## src/rtl/filter_sched.sv

```systemverilog
// Purpose: turns debounced select buttons (with a 4-button GRAYSCALE chord) into a filter code committed only at the frame-boundary pixel.
// Latency: filter_pending one cycle after a select rise; filter updates on the clock edge that samples the commit point.
// Backpressure: none; later presses restart collection, filters_en low drops any request. Optional auto-cycle: define FILTER_SCHED_AUTO_EN.
module filter_sched #(
    parameter int CHORD_WIN   = 4096,
    parameter int H_COMMIT    = 0,
    parameter int V_COMMIT    = 768,
    parameter int AUTO_FRAMES = 120
) (
    input  logic        clk,
    input  logic        rst_n,
    input  logic        filters_en,
    input  logic        filters_user_in_en,
    input  logic [3:0]  select,
    input  logic        auto_en,
    input  logic [10:0] hcount,
    input  logic [9:0]  vcount,
    output logic [2:0]  filter,
    output logic        filter_pending,
    output logic        commit_pulse
);
    // Shared filter encodings; the auto-cycle order is simply code + 1, wrapping after CARTOON.
    localparam logic [2:0] F_GRAY    = 3'd0;
    localparam logic [2:0] F_SEPIA   = 3'd1;
    localparam logic [2:0] F_INVERT  = 3'd2;
    localparam logic [2:0] F_EDGE    = 3'd3;
    localparam logic [2:0] F_CARTOON = 3'd4;

    localparam int CW = $clog2(CHORD_WIN + 1);

    typedef enum logic [1:0] {IDLE, COLLECT, PENDING} state_t;

    state_t      state, state_nxt;
    logic [3:0]  select_q, rise, mask, mask_nxt;
    logic [CW-1:0] win_cnt, win_cnt_nxt;
    logic [2:0]  request, request_nxt, filter_user, filter_nxt;
    logic        commit_pt, new_press, user_commit, auto_step;

    // Full chord wins; otherwise the highest-numbered button pressed in the window.
    function automatic logic [2:0] resolve(input logic [3:0] m);
        if (m == 4'hF)   return F_GRAY;
        else if (m[3])   return F_CARTOON;
        else if (m[2])   return F_EDGE;
        else if (m[1])   return F_INVERT;
        else             return F_SEPIA;
    endfunction

    assign commit_pt = (hcount == 11'(H_COMMIT)) && (vcount == 10'(V_COMMIT));
    assign rise      = select & ~select_q;
    assign new_press = (|rise) && filters_user_in_en;

    // Request state machine: collect a chord window, then hold the request until the commit point.
    always_comb begin
        state_nxt   = state;
        mask_nxt    = mask;
        win_cnt_nxt = win_cnt;
        request_nxt = request;
        filter_user = filter;
        user_commit = 1'b0;
        if (!filters_en) begin
            state_nxt = IDLE;
        end else begin
            case (state)
                IDLE: begin
                    if (new_press) begin
                        state_nxt   = COLLECT;
                        mask_nxt    = select;
                        win_cnt_nxt = '0;
                    end
                end
                COLLECT: begin
                    mask_nxt    = mask | select;
                    win_cnt_nxt = win_cnt + 1'b1;
                    if (win_cnt == CW'(CHORD_WIN - 1)) begin
                        request_nxt = resolve(mask | select);
                        state_nxt   = PENDING;
                    end
                end
                PENDING: begin
                    if (commit_pt) begin
                        filter_user = request;
                        user_commit = 1'b1;
                        state_nxt   = IDLE;
                    end
                    // A fresh press restarts collection; on a commit cycle it starts the next request.
                    if (new_press) begin
                        state_nxt   = COLLECT;
                        mask_nxt    = select;
                        win_cnt_nxt = '0;
                    end
                end
                default: state_nxt = IDLE;
            endcase
        end
    end

`ifdef FILTER_SCHED_AUTO_EN
    localparam int AW = $clog2(AUTO_FRAMES + 1);
    logic [AW-1:0] auto_cnt, auto_cnt_nxt;

    // Auto counter: counts idle commit points, cleared by any user commit.
    always_comb begin
        auto_cnt_nxt = auto_cnt;
        auto_step    = 1'b0;
        if (filters_en && auto_en && state == IDLE && commit_pt) begin
            if (auto_cnt == AW'(AUTO_FRAMES - 1)) begin
                auto_cnt_nxt = '0;
                auto_step    = 1'b1;
            end else begin
                auto_cnt_nxt = auto_cnt + 1'b1;
            end
        end else if (user_commit) begin
            auto_cnt_nxt = '0;
        end
    end

    // Auto counter register.
    always_ff @(posedge clk or negedge rst_n) begin
        if (!rst_n) auto_cnt <= '0;
        else        auto_cnt <= auto_cnt_nxt;
    end
`else
    logic auto_unused;
    assign auto_unused = auto_en;
    assign auto_step   = 1'b0;
`endif

    // Final filter selection: user commit and auto step never coincide (they need different states).
    always_comb begin
        filter_nxt = filter_user;
        if (auto_step) filter_nxt = (filter == F_CARTOON) ? F_GRAY : filter + 3'd1;
    end

    assign commit_pulse   = (filter_nxt != filter);
    assign filter_pending = (state != IDLE);

    // State, edge-detect and committed filter registers.
    always_ff @(posedge clk or negedge rst_n) begin
        if (!rst_n) begin
            state    <= IDLE;
            select_q <= '0;
            mask     <= '0;
            win_cnt  <= '0;
            request  <= F_GRAY;
            filter   <= F_GRAY;
        end else begin
            state    <= state_nxt;
            select_q <= select;
            mask     <= mask_nxt;
            win_cnt  <= win_cnt_nxt;
            request  <= request_nxt;
            filter   <= filter_nxt;
        end
    end
endmodule
```

## config.mk

```make
export PLATFORM = sky130hd
export DESIGN_NAME = filter_sched
export DESIGN_NICKNAME = d
export VERILOG_FILES = /design/src/rtl/filter_sched.sv
export SDC_FILE = /design/constraint.sdc
export NUM_CORES = 1
export LEC_CHECK = 0
export ABC_AREA = 1
export BUFFER_PORTS_ARGS = -buffer_cell sky130_fd_sc_hd__buf_2
export CAP_MARGIN = 15
export CORE_AREA = 2 2 67 69
export CTS_BUF_LIST = sky130_fd_sc_hd__clkbuf_4
export DETAILED_ROUTE_END_ITERATION = 7
export DIE_AREA = 0 0 69 71
export PLACE_DENSITY_LB_ADDON = 0.25
export SYNTH_ARGS = -nofsm -noshare
export SYNTH_HDL_FRONTEND = slang
export SYNTH_SLANG_ARGS = --single-unit
export TNS_END_PERCENT = 20
```

## constraint.sdc

```tcl
create_clock -name clk -period 1.6 [get_ports clk]
set_clock_uncertainty 0.05 [all_clocks]
set_input_delay 0.24 -clock clk [delete_from_list [all_inputs] [get_ports clk]]
set_output_delay 0.24 -clock clk [all_outputs]
set_load 0.02 [all_outputs]
```

# After elaboration in Yosys (flattened, before gate mapping)
# Index checks and enable logic that the tools add are counted.
[totals]
reg_bits = 29
in_bits = 30
output_inout_bits = 5
word_cells = 48
[op_classes]
n_addsub = 1
n_bitwise = 3
mux = 17
n_reduce_logical = 11
n_eq_ne = 10
[op_table]
columns = ["operator", "n"]
rows = [
  ["13-bit case mux with 2 select lines", 1],
  ["3-bit 2-to-1 mux", 5],
  ["2-bit 2-to-1 mux", 7],
  ["13-bit by 1-bit adder with 13-bit output, second input constant", 1],
  ["13-bit by 12-bit == test with 1-bit output, second input constant", 1],
  ["13-bit 2-to-1 mux", 1],
  ["11-bit zero test", 1],
  ["10-bit == test, second input constant", 1],
  ["3-bit AND reduction", 3],
  ["4-bit case mux with 2 select lines", 1],
  ["3-bit != test, second input constant", 2],
  ["2-bit case mux with 3 select lines", 1],
  ["4-bit bitwise AND", 1],
  ["4-bit == test, second input constant", 1],
  ["4-bit 2-to-1 mux", 1],
  ["4-bit != test, second input constant", 1],
  ["4-bit NOT", 1],
  ["4-bit OR", 1],
  ["2-bit nonzero test", 2],
  ["4-bit OR reduction", 1],
  ["3-bit != test", 1],
  ["2-bit by 1-bit == test with 1-bit output, second input constant", 1],
  ["2-bit == test, second input constant", 1],
  ["1-bit logical AND", 2],
  ["3 further kinds", 3],
]

# Longest topological paths before layout
# Gate-level depths: netlist of the first run.
[logic_depth]
word_depth = 7
depth_mapped = 9
ltp_nobuf = 9

# Least setup slack after synthesis of the first run
# Ideal clock, no wire load.
[synth_timing]
path_kind = "register to output"
from = "reg state[1]"
to = "out commit_pulse"
t_arrival_ns = 1.413
path_stages_with_launch = 7
setup_slack_ns = -0.103
n_path_buf = 0
required_time_ns = 1.310
cell_sequence = "dfrtp_1 inv_1 nor3_1 nand4_1 o21ai_0 nand2_1 nand3_1"
[synth_between]
elab_chain_cells = 4
[synth_lines]
columns = ["item", "line", "text"]
rows = [
  ["start: declaration", "33", "state_t state, state_nxt;"],
  ["start signal: assignment", "147", "state <= state_nxt;"],
  ["2-bit == test", "63", "case (state)"],
  ["3-bit 2-to-1 mux", "63", ""],
  ["3-bit 2-to-1 mux", "60", "if (!filters_en) begin"],
  ["3-bit != test", "134", "assign commit_pulse = (filter_nxt != filter);"],
  ["end: declaration", "20", "output logic commit_pulse"],
]
# Every way passes these cells.

# Worst setup path in the final report of the first run
[layout_timing]
from = "reg state[0]"
to = "out commit_pulse"
# Same word-level chain as after synthesis.

==> impl_metrics.py, run 1 <==
metrics = {
    "status": {
        "status": "complete, but fails checks",
        "violations": "setup timing",
    },
    "worst_setup_path": {
        "cp-end-kind": "output port",
        "reg2reg_setup_slack_ns": -0.01,
        "r2r_end": "filter[1]$_DFF_PN0_",
        "reg2reg_from": "state[0]$_DFFE_PN0P_",
        "path_class": "flop to output port",
        "cp-startpoint": "state[0]$_DFFE_PN0P_",
        "critPathMaxFanout": 5,
        "endpoint": "commit_pulse",
        "reg2regPathDepth": 9,
        "critPathRequiredTime_ns": 1.31,
        "critPathLaunchType": "flop",
        "arrival_ns": 1.66,
    },
    "grt": {
        "track_usage_pct": 16.0,
        "grt_pass1_wl_um": 6290,
        "grt_max_degree": 30,
        "grt_pass1_vias": 1466,
        "antenna_found_initial": 0,
        "overflow": 0,
    },
    "final_layout": {
        "stdcell_area_mm2": 0.00217,
        "n_fill_cell": 435,
        "area_growth_pct": 35.5,
        "n_antenna_cell": 0,
        "fin_nets": 321,
        "final_cell_mix": "61 x nand2_1, 33 x nor2_1, 32 x buf_2, 29 x inv_1, 29 x dfrtp_1",
        "final_common_cell": "nand2_1",
        "layout-drive-gt1-share_pct": 26.5,
        "final_util_pct": 51.7,
        "seqCellArea_um2": 726,
        "multi_input_area_um2": 777,
    },
    "floorplan": {
        "num_rows": 24,
        "core_area_mm2": 0.00420,
        "die_x_um": 69,
        "die_area_mm2": 0.00490,
        "io_pins": 35,
        "start_util_pct": 38.2,
        "die_y_um": 71,
    },
    "power_and_ir_drop": {
        "p_per_area_mw_per_mm2": 722,
        "ir_drop_mv": 0.389,
        "p_leak_nw": 1.09,
    },
    "synthesis": {
        "ys_warn_count": 0,
        "synth_compound_area_share_pct": 6.47,
        "synth_area_mm2": 0.00161,
        "yosys.area_share.simple_pct": 34.5,
        "synth_adder_area_share_pct": 0.779,
        "ys_seq_elements": 29,
        "ys_top_cells_by_area": "dfrtp_1 45%, nand2_1 14%, nor2_1 7.7%, inv_1 7.0%, nand3_1 6.9%",
        "synth_top_family_by_area": "simple AND/OR/NAND/NOR gates",
        "synthXorXnorAreaFrac_pct": 4.91,
        "syn_nets": 252,
        "synth.top_cell.area_share_pct": 45.2,
        "muxShareOfSynthArea_pct": 0,
        "syn_avg_cell_area_um2": 7.26,
        "synth_cells": 221,
        "yosysUniqueCellTypes": 22,
        "ys_seq_area_share_pct": 45.2,
        "synth_area_leader_cell": "dfrtp_1",
    },
    "timing": {
        "rsz0062_at_grt": "yes",
        "hold_viol_final": 0,
        "max_slew_margin_pct": 55.7,
        "maxSlewViolCount": 0,
        "fin_crit_ns": 1.95,
        "fin_crit_sh_pct": 122,
        "final.setup.tns_ns": -0.476,
        "setup_ws_ns": -0.347,
        "setup_viol": 3,
        "worst_hold_slack_ns": 0.0212,
        "fmax_ghz": 0.514,
        "worst_slew_pin_slew_ns": 0.665,
    },
    "place": {
        "gp_congestion": 0.898,
        "dpl_cell_area_mm2": 0.00197,
        "portBuffers": 33,
        "place_ws_ns": -0.0786,
        "place_hpwl_um": 2560,
    },
    "min_path": {
        "hp-class": "primary input to flop",
    },
    "clock_network": {
        "cts-root-buf": "clkbuf_4",
        "clk_path_buf_depth": 2,
        "cts_sinks": 29,
        "h-tree-depth": 2,
        "numCtsBuffers": 5,
        "clk_latency_ns": 0.33,
        "cts_tree": "yes",
        "clk_pin_slew_ns": 0.10,
    },
    "routing": {
        "wl_per_cell_um": 10.8,
        "ant_nets": 0,
        "drtPass1Iterations": 4,
        "vias_per_cell": 4.60,
        "route.detailed.drc": 0,
        "dr.first_iter.drc_count": 56,
        "vias": 1577,
        "wl_um": 3710,
    },
    "job": {
        "drv_cap": 0,
    },
}
-- sequential cells by signal, summed over array words and instances (netlist names) --
| register | cells |
|---|---|
| mask | 4 |
| select_q | 4 |
| win_cnt | 13 |
| request | 3 |
| filter | 3 |
| state | 2 |
-- timing repair --
action                                  CTS  global route
buffers inserted                          7             2
hold buffers                              3             1
resized for setup                         9             7
hold endpoints to repair                 31             1
endpoints found under the setup margin    2             9
pin swaps                                 7             5
-- how the worst min path moves through the flow --
stage,to,cells after the start,slack [ns],start
finish,select_q[2]$_DFF_PN0_,1,0.02,select[2]
floorplan,filter[0]$_DFF_PN0_,0,-0.11,rst_n
CTS,select_q[0]$_DFF_PN0_,1,0.006,select[0]
detailed placement,win_cnt[4]$_DFFE_PN0P_,1,0.26,rst_n
global route,select_q[2]$_DFF_PN0_,1,0.002,select[2]
global placement,win_cnt[10]$_DFFE_PN0P_,1,0.25,rst_n
-- critical path, cell delays in order, from the launching register on --
cell and delay, ns:
dfrtp_1 0.43, nor3_4 0.19, nand4_1 0.22, o21ai_1 0.21, nand2_1 0.08, nand3_2 0.07, buf_6 0.12
-- synthesized netlist by cell type --
master,instances
o22ai_1,2
and3_1,1
clkbuf_1,1
nand3_1,22
o21ai_0,12
nor2_1,33
nand2_2,1
nand4_1,4
and2_1,1
inv_1,30
ha_1,1
xnor2_1,3
o2111ai_1,1
xor2_1,6
nor3_1,6
nor3_4,1
nand2_1,61
inv_2,2
o31ai_1,2
o21bai_1,1
buf_4,1
dfrtp_1,29
-- cell type report --
| type | instances | share of cell area, % |
|---|---|---|
| inverter | 32 | 5.64 |
| multi-input combinational | 158 | 35.7 |
| clock inverter | 3 | 0.806 |
| tap | 52 | 2.99 |
| clock buffer | 5 | 1.73 |
| sequential | 29 | 33.4 |
| timing repair buffer | 64 | 19.7 |
-- power breakdown --
group	internal (mW)	switching [mW]	total, mW
registers	0.788	0.0348	0.823
clock network	0.165	0.272	0.437
logic	0.139	0.171	0.310
-- through the flow --
stage                     cells  power [mW]
after floorplan             221       0.979
after global placement      322        1.12
after detailed placement    322        1.12
after CTS                   340        1.57
after global routing        343        1.66
final                       343        1.57
-- metal layers --
| metal | part of all wire, % | track usage (%) |
|---|---|---|
| met5 | 0 | 0 |
| met3 | 5.6 | 4.42 |
| met2 | 46 | 25.4 |
| met4 | 1.9 | 7.19 |
| met1 | 47 | 20.5 |
-- cell families (layout without fill, tap and decap cells) --
family,after synthesis,in the layout
buf+inv,34,104
simple gates,130,130
compound gates,18,18
fa+ha+maj,1,1
xor+xnor,9,9
flops,29,29
(Power assumes the default switching activity.)
==> run 2, diff against run 1 <==
REMOVE_ABC_BUFFERS = 1   (was not set)
==> run 2 against run 1 <==
Core utilization grew 1.2 points. Critical path depth is the same. Critical endpoint unchanged. Routed wire length shrank 1.8%. Combinational power grew 10%. Flip-flop and latch count is the same. Non-clock buffer count grew 3. Sequential share of layout area shrank 0.73 points. Fmax grew 3.3%. Global-route usage grew 0.081 points. Cell count grew 0.87%. The flow still finishes with violations (setup timing). Design area grew 2.2%. Largest cell class unchanged. Clock power grew 37%.
==> impl_metrics.py, run 2 (synthesis results as in run 1) <==
metrics = {
    "status": {
        "status": "complete, but fails checks",
        "violations": "setup timing",
    },
    "timing": {
        "worst_slew_pin_slew_ns": 0.665,
        "fmax_ghz": 0.531,
        "fin_crit_ns": 1.88,
        "fin_crit_sh_pct": 118,
        "setup_viol": 1,
        "setup_ws_ns": -0.284,
        "rsz0062_at_grt": "yes",
        "maxSlewViolCount": 0,
        "worst_hold_slack_ns": 0.0164,
        "max_slew_margin_pct": 55.6,
        "hold_viol_final": 0,
        "final.setup.tns_ns": -0.284,
    },
    "grt": {
        "overflow": 0,
        "grt_max_degree": 30,
        "antenna_found_initial": 0,
        "grt_pass1_wl_um": 6300,
        "track_usage_pct": 16.1,
        "grt_pass1_vias": 1450,
    },
    "power_and_ir_drop": {
        "power_frac_comb_pct": 19.4,
        "intPower_mw": 1.30,
        "power_switching_mw": 0.466,
        "p_per_area_mw_per_mm2": 792,
        "seq_power_share_pct": 46.6,
        "p_clk_share_pct": 34.0,
        "swShare_pct": 26.5,
        "p_leak_nw": 1.12,
        "report.power.total_mw": 1.76,
        "ir_drop_mv": 0.532,
    },
    "final_layout": {
        "top_regs": "win_cnt x13, mask x4, select_q x4",
        "largest_reg_flops": 13,
        "multi_input_area_um2": 786,
        "final_cell_mix": "60 x nand2_1, 32 x nor2_1, 32 x buf_2, 29 x dfrtp_1, 29 x buf_4",
        "fin_nets": 324,
        "final_common_cell": "nand2_1",
        "n_antenna_cell": 0,
        "layout-drive-gt1-share_pct": 28.6,
        "instances_no_fill": 346,
        "stdcell_area_mm2": 0.00222,
        "final_util_pct": 52.9,
        "area_growth_pct": 38.5,
        "n_fill_cell": 426,
        "seqCellArea_um2": 726,
        "top_register": "win_cnt",
    },
    "place": {
        "place_hpwl_um": 2650,
        "dpl_cell_area_mm2": 0.00201,
        "place_ws_ns": -0.0325,
        "portBuffers": 33,
        "dp_cells": 329,
        "gp_congestion": 0.855,
    },
    "floorplan": {
        "die_x_um": 69,
        "die_y_um": 71,
        "io_pins": 35,
        "core_area_mm2": 0.00420,
        "num_rows": 24,
        "die_area_mm2": 0.00490,
        "start_util_pct": 38.2,
    },
    "job": {
        "drv_cap": 0,
    },
    "routing": {
        "wl_um": 3640,
        "vias": 1567,
        "vias_per_cell": 4.53,
        "dr.first_iter.drc_count": 70,
        "route.detailed.drc": 0,
        "wl_per_cell_um": 10.5,
        "drtPass1Iterations": 4,
        "ant_nets": 0,
    },
    "worst_setup_path": {
        "critPathLaunchType": "flop",
        "path_class": "flop to output port",
        "critPathRequiredTime_ns": 1.31,
        "arrival_ns": 1.59,
        "cp-end-kind": "output port",
        "critPathMaxFanout": 4,
    },
    "clock_network": {
        "clk_latency_ns": 0.33,
        "h-tree-depth": 2,
        "clk_path_buf_depth": 2,
        "numCtsBuffers": 5,
        "cts-root-buf": "clkbuf_4",
        "clk_pin_slew_ns": 0.09,
        "cts_sinks": 29,
        "cts_tree": "yes",
    },
    "min_path": {
        "hp-class": "primary input to flop",
    },
}
==> run 2: cell types whose count changed in the layout (fill, tap and decap cells not counted), moves of 2 or more <==
cell and change:
buf_4 +6, o21ai_1 -3, buf_6 -3, o21ai_0 +2, clkinv_2 -2
==> run 2: timing repair <==
item / in CTS / in global routing
cloned: 0 / 0
gates resized for setup: 9 / 10
setup endpoints to repair: 2 / 20
setup buffers: 1 / 5
hold endpoints to repair: 31 / 0
pin swaps: 6 / 10
hold buffers: 3 / 0
==> run 2: cell type report <==
class                   instances  area share (%)
well taps                      52            2.93
clock buffers                   6            2.03
flip-flops and latches         29            32.6
repair buffers                 67            20.0
clock inverters                 2            1.52
multi-input cells             158            35.3
inverters                      32            5.51
==> run 2: path summary, 6_finish.rpt <==
| path | from | to | slack, ns | depth (start not counted) |
|---|---|---|---|---|
| min reg2reg | mask[1]$_DFFE_PN0P_ | mask[1]$_DFFE_PN0P_ | 0.44 | 2 |
| min | select[0] | select_q[0]$_DFF_PN0_ | 0.02 | 1 |
| min in group asynchronous | rst_n | win_cnt[5]$_DFFE_PN0P_ | 0.42 | 2 |
| max | state[0]$_DFFE_PN0P_ | commit_pulse | -0.28 | 6 |
| max in group asynchronous | rst_n | select_q[3]$_DFF_PN0_ | 0.65 | 2 |
| max reg2reg | win_cnt[0]$_DFFE_PN0P_ | request[2]$_DFFE_PN0P_ | 0.06 | 6 |
==> run 2: metal layers <==
layer / global-route usage (%) / vias to the layer above / part of all wire (%)
met3: 4.42 / 6 / 5.1
met1: 19.4 / 685 / 47
met2: 26.7 / 35 / 46
li1: - / 841 / -
met5: 0 / - / 0
met4: 7.84 / 0 / 2.1
==> run 2: critical path, cell delays in order (launching register included) <==
cell,delay [ns]
dfrtp_1,0.43
nor3_4,0.18
nand4_1,0.19
o21ai_1,0.19
nand2_1,0.09
nand3_2,0.07
buf_6,0.11
==> run 2: power groups by stage <==
stage	combinational [mW]	sequential (mW)	clock (mW)
floorplan	0.138	0.835	0
global placement	0.288	0.832	0
global route	0.390	0.828	0.661
CTS	0.303	0.820	0.614
detailed placement	0.290	0.834	0
finish	0.342	0.822	0.598
==> run 3, diff against run 2 <==
CORE_AREA = 2 2 57 59   (was 2 2 67 69)
DIE_AREA = 0 0 59 61   (was 0 0 69 71)
clock period = 1.9 ns   (was 1.6 ns; I/O delays follow)
==> run 3 against run 2 <==
The run still ends with setup timing left. Die area decreased by 27%. Cell count decreased by 11%. Core utilization increased by 16 points. Non-clock buffer count decreased by 18. Routed wire length increased by 3.0%. First-iteration DRC count decreased by 7.1%. Power decreased by 20%. Hold slack improved by 0.038 ns. Register-to-register slack got worse by 0.09 ns. Global-route usage increased by 6.1 points. Flip-flop and latch count unchanged. Via count decreased by 0.57%. Highest routed layer unchanged.
==> impl_metrics.py, run 3 (synthesis results as in run 1) <==
metrics = {
    "place": {
        "place_hpwl_um": 2480,
        "portBuffers": 33,
        "gp_congestion": 0.930,
        "dp_cells": 289,
    },
    "worst_setup_path": {
        "critPathMaxFanout": 5,
        "critPathLaunchType": "flop",
        "cp.depth": 6,
        "reg2regPathDepth": 10,
        "cp-end-kind": "output port",
        "reg2reg_from": "state[0]$_DFFE_PN0P_",
        "endpoint": "commit_pulse",
        "crit_path_top_delay_cell": "dfrtp_1",
        "arrival_ns": 1.62,
        "path_class": "flop to output port",
        "cp_top_family": "simple AND/OR/NAND/NOR gates",
        "cp_slowest_stage_delay_ns": 0.42,
        "critPathRequiredTime_ns": 1.56,
        "cp.buffers_inverters": 1,
        "cp-startpoint": "state[0]$_DFFE_PN0P_",
        "r2r_end": "filter[0]$_DFF_PN0_",
        "cp_cell_sequence": "nor3_4 > nand4_1 > o21bai_1 > nand2_1 > nand3_2 > buf_6",
        "reg2reg_setup_slack_ns": -0.03,
    },
    "timing": {
        "fin_crit_ns": 1.95,
        "fin_crit_sh_pct": 103,
        "worst_hold_slack_ns": 0.0547,
        "setup_viol": 2,
        "setup_ws_ns": -0.0518,
        "fmax_ghz": 0.512,
        "max_slew_margin_pct": 55.9,
        "hold_viol_final": 0,
        "maxSlewViolCount": 0,
        "rsz0062_at_grt": "yes",
        "worst_slew_pin_slew_ns": 0.662,
    },
    "grt": {
        "grt_pass1_vias": 1407,
        "grt_max_degree": 30,
        "antenna_found_initial": 0,
        "overflow": 0,
        "track_usage_pct": 22.2,
        "grt_pass1_wl_um": 5950,
    },
    "routing": {
        "vias": 1558,
        "wl_per_cell_um": 12.1,
        "vias_per_cell": 5.04,
        "ant_nets": 0,
        "route.detailed.drc": 0,
        "drtPass1Iterations": 4,
        "wl_um": 3750,
        "dr.first_iter.drc_count": 65,
    },
    "power_and_ir_drop": {
        "p_per_area_mw_per_mm2": 694,
        "p_clk_share_pct": 36.1,
        "p_leak_nw": 1.03,
        "ir_drop_mv": 0.635,
        "power_frac_comb_pct": 14.4,
        "intPower_mw": 1.03,
        "seq_power_share_pct": 49.5,
        "report.power.total_mw": 1.41,
        "power_switching_mw": 0.383,
        "swShare_pct": 27.1,
    },
    "final_layout": {
        "final_common_cell": "nand2_1",
        "n_antenna_cell": 0,
        "top_regs": "win_cnt x13, mask x4, select_q x4",
        "instances_no_fill": 309,
        "final_cell_mix": "61 x nand2_1, 33 x nor2_1, 32 x buf_2, 29 x inv_1, 29 x dfrtp_1",
        "top_register": "win_cnt",
        "largest_reg_flops": 13,
        "layout-drive-gt1-share_pct": 22.8,
        "fin_nets": 306,
        "area_growth_pct": 26.7,
    },
    "clock_network": {
        "numCtsBuffers": 5,
        "cts_sinks": 29,
        "clk_pin_slew_ns": 0.11,
        "cts_tree": "yes",
        "cts-root-buf": "clkbuf_4",
        "clk_latency_ns": 0.33,
        "h-tree-depth": 2,
        "clk_path_buf_depth": 2,
    },
    "floorplan": {
        "die_x_um": 59,
        "die_area_mm2": 0.00360,
        "die_y_um": 61,
        "core_area_mm2": 0.00295,
        "num_rows": 20,
        "io_pins": 35,
        "start_util_pct": 54.4,
    },
    "min_path": {
        "hp-class": "primary input to flop",
    },
    "job": {
        "drv_cap": 0,
    },
    "status": {
        "violations": "setup timing",
        "status": "complete, but fails checks",
    },
}
[run 3: power by group through the flow]
stage,clock [mW],combinational (mW),sequential (mW)
5_1_grt,0.536,0.234,0.707
4_1_cts,0.513,0.203,0.697
3_3_place_gp,0,0.195,0.707
3_5_place_dp,0,0.200,0.708
2_1_floorplan,0,0.116,0.703
6_report,0.509,0.203,0.699
[run 3: repair_timing]
| action | 4_1_cts | 5_1_grt |
|---|---|---|
| pin swaps | 6 | 6 |
| hold buffers | 1 | 0 |
| setup endpoints to repair | 1 | 2 |
| endpoints found under the hold margin | 29 | 0 |
| buffers inserted | 9 | 2 |
| gates resized for setup | 7 | 4 |
[run 3: cell type report]
cell class | instances | area, um^2
Clock buffer | 6 | 45.0
Clock inverter | 2 | 33.8
Fill cell | 255 | 920
Inverter | 32 | 120
Multi-Input combinational cell | 158 | 773
Sequential cell | 29 | 726
Tap cell | 33 | 41.3
Timing Repair Buffer | 49 | 294
[run 3: worst reg2reg max path, delay by kind of cell, from the launching register on]
kind                   cells  cell delay (ns)
AOI/OAI and AO/OA          1             0.10
buffers and inverters      7             0.88
DFF                        1             0.42
and+or+nand+nor            2             0.40
[run 3: per-layer routing]
layer	routed length, um	track usage [%]
met1	1700	28.6
met2	1750	36.7
met3	253	5.33
met4	56	7.79
met5	0	0
[run 3: how the worst min path moves through the flow]
| stage | startpoint | end | slack, ns | cells past startpoint |
|---|---|---|---|---|
| 6_report | select[3] | select_q[3]$_DFF_PN0_ | 0.05 | 1 |
| 2_1_floorplan | rst_n | filter[0]$_DFF_PN0_ | -0.06 | 0 |
| 3_5_place_dp | rst_n | win_cnt[7]$_DFFE_PN0P_ | 0.30 | 1 |
| 5_1_grt | select[3] | select_q[3]$_DFF_PN0_ | 0.04 | 1 |
| 4_1_cts | select[3] | select_q[3]$_DFF_PN0_ | 0.05 | 1 |
| 3_3_place_gp | rst_n | win_cnt[7]$_DFFE_PN0P_ | 0.30 | 1 |
[run 3: through the flow]
stage / utilization, % / TNS, ns / setup slack, ns / instance area, um^2
2_1_floorplan: - / 0 / 0.152 / 1590
3_3_place_gp: 62.0 / 0 / 0.154 / 1830
3_5_place_dp: 62.0 / 0 / 0.139 / 1830
4_1_cts: 67.7 / -0.0640 / -0.0601 / 2000
5_1_grt: 68.9 / -0.281 / -0.153 / 2030
6_report: 68.9 / -0.0841 / -0.0518 / 2030
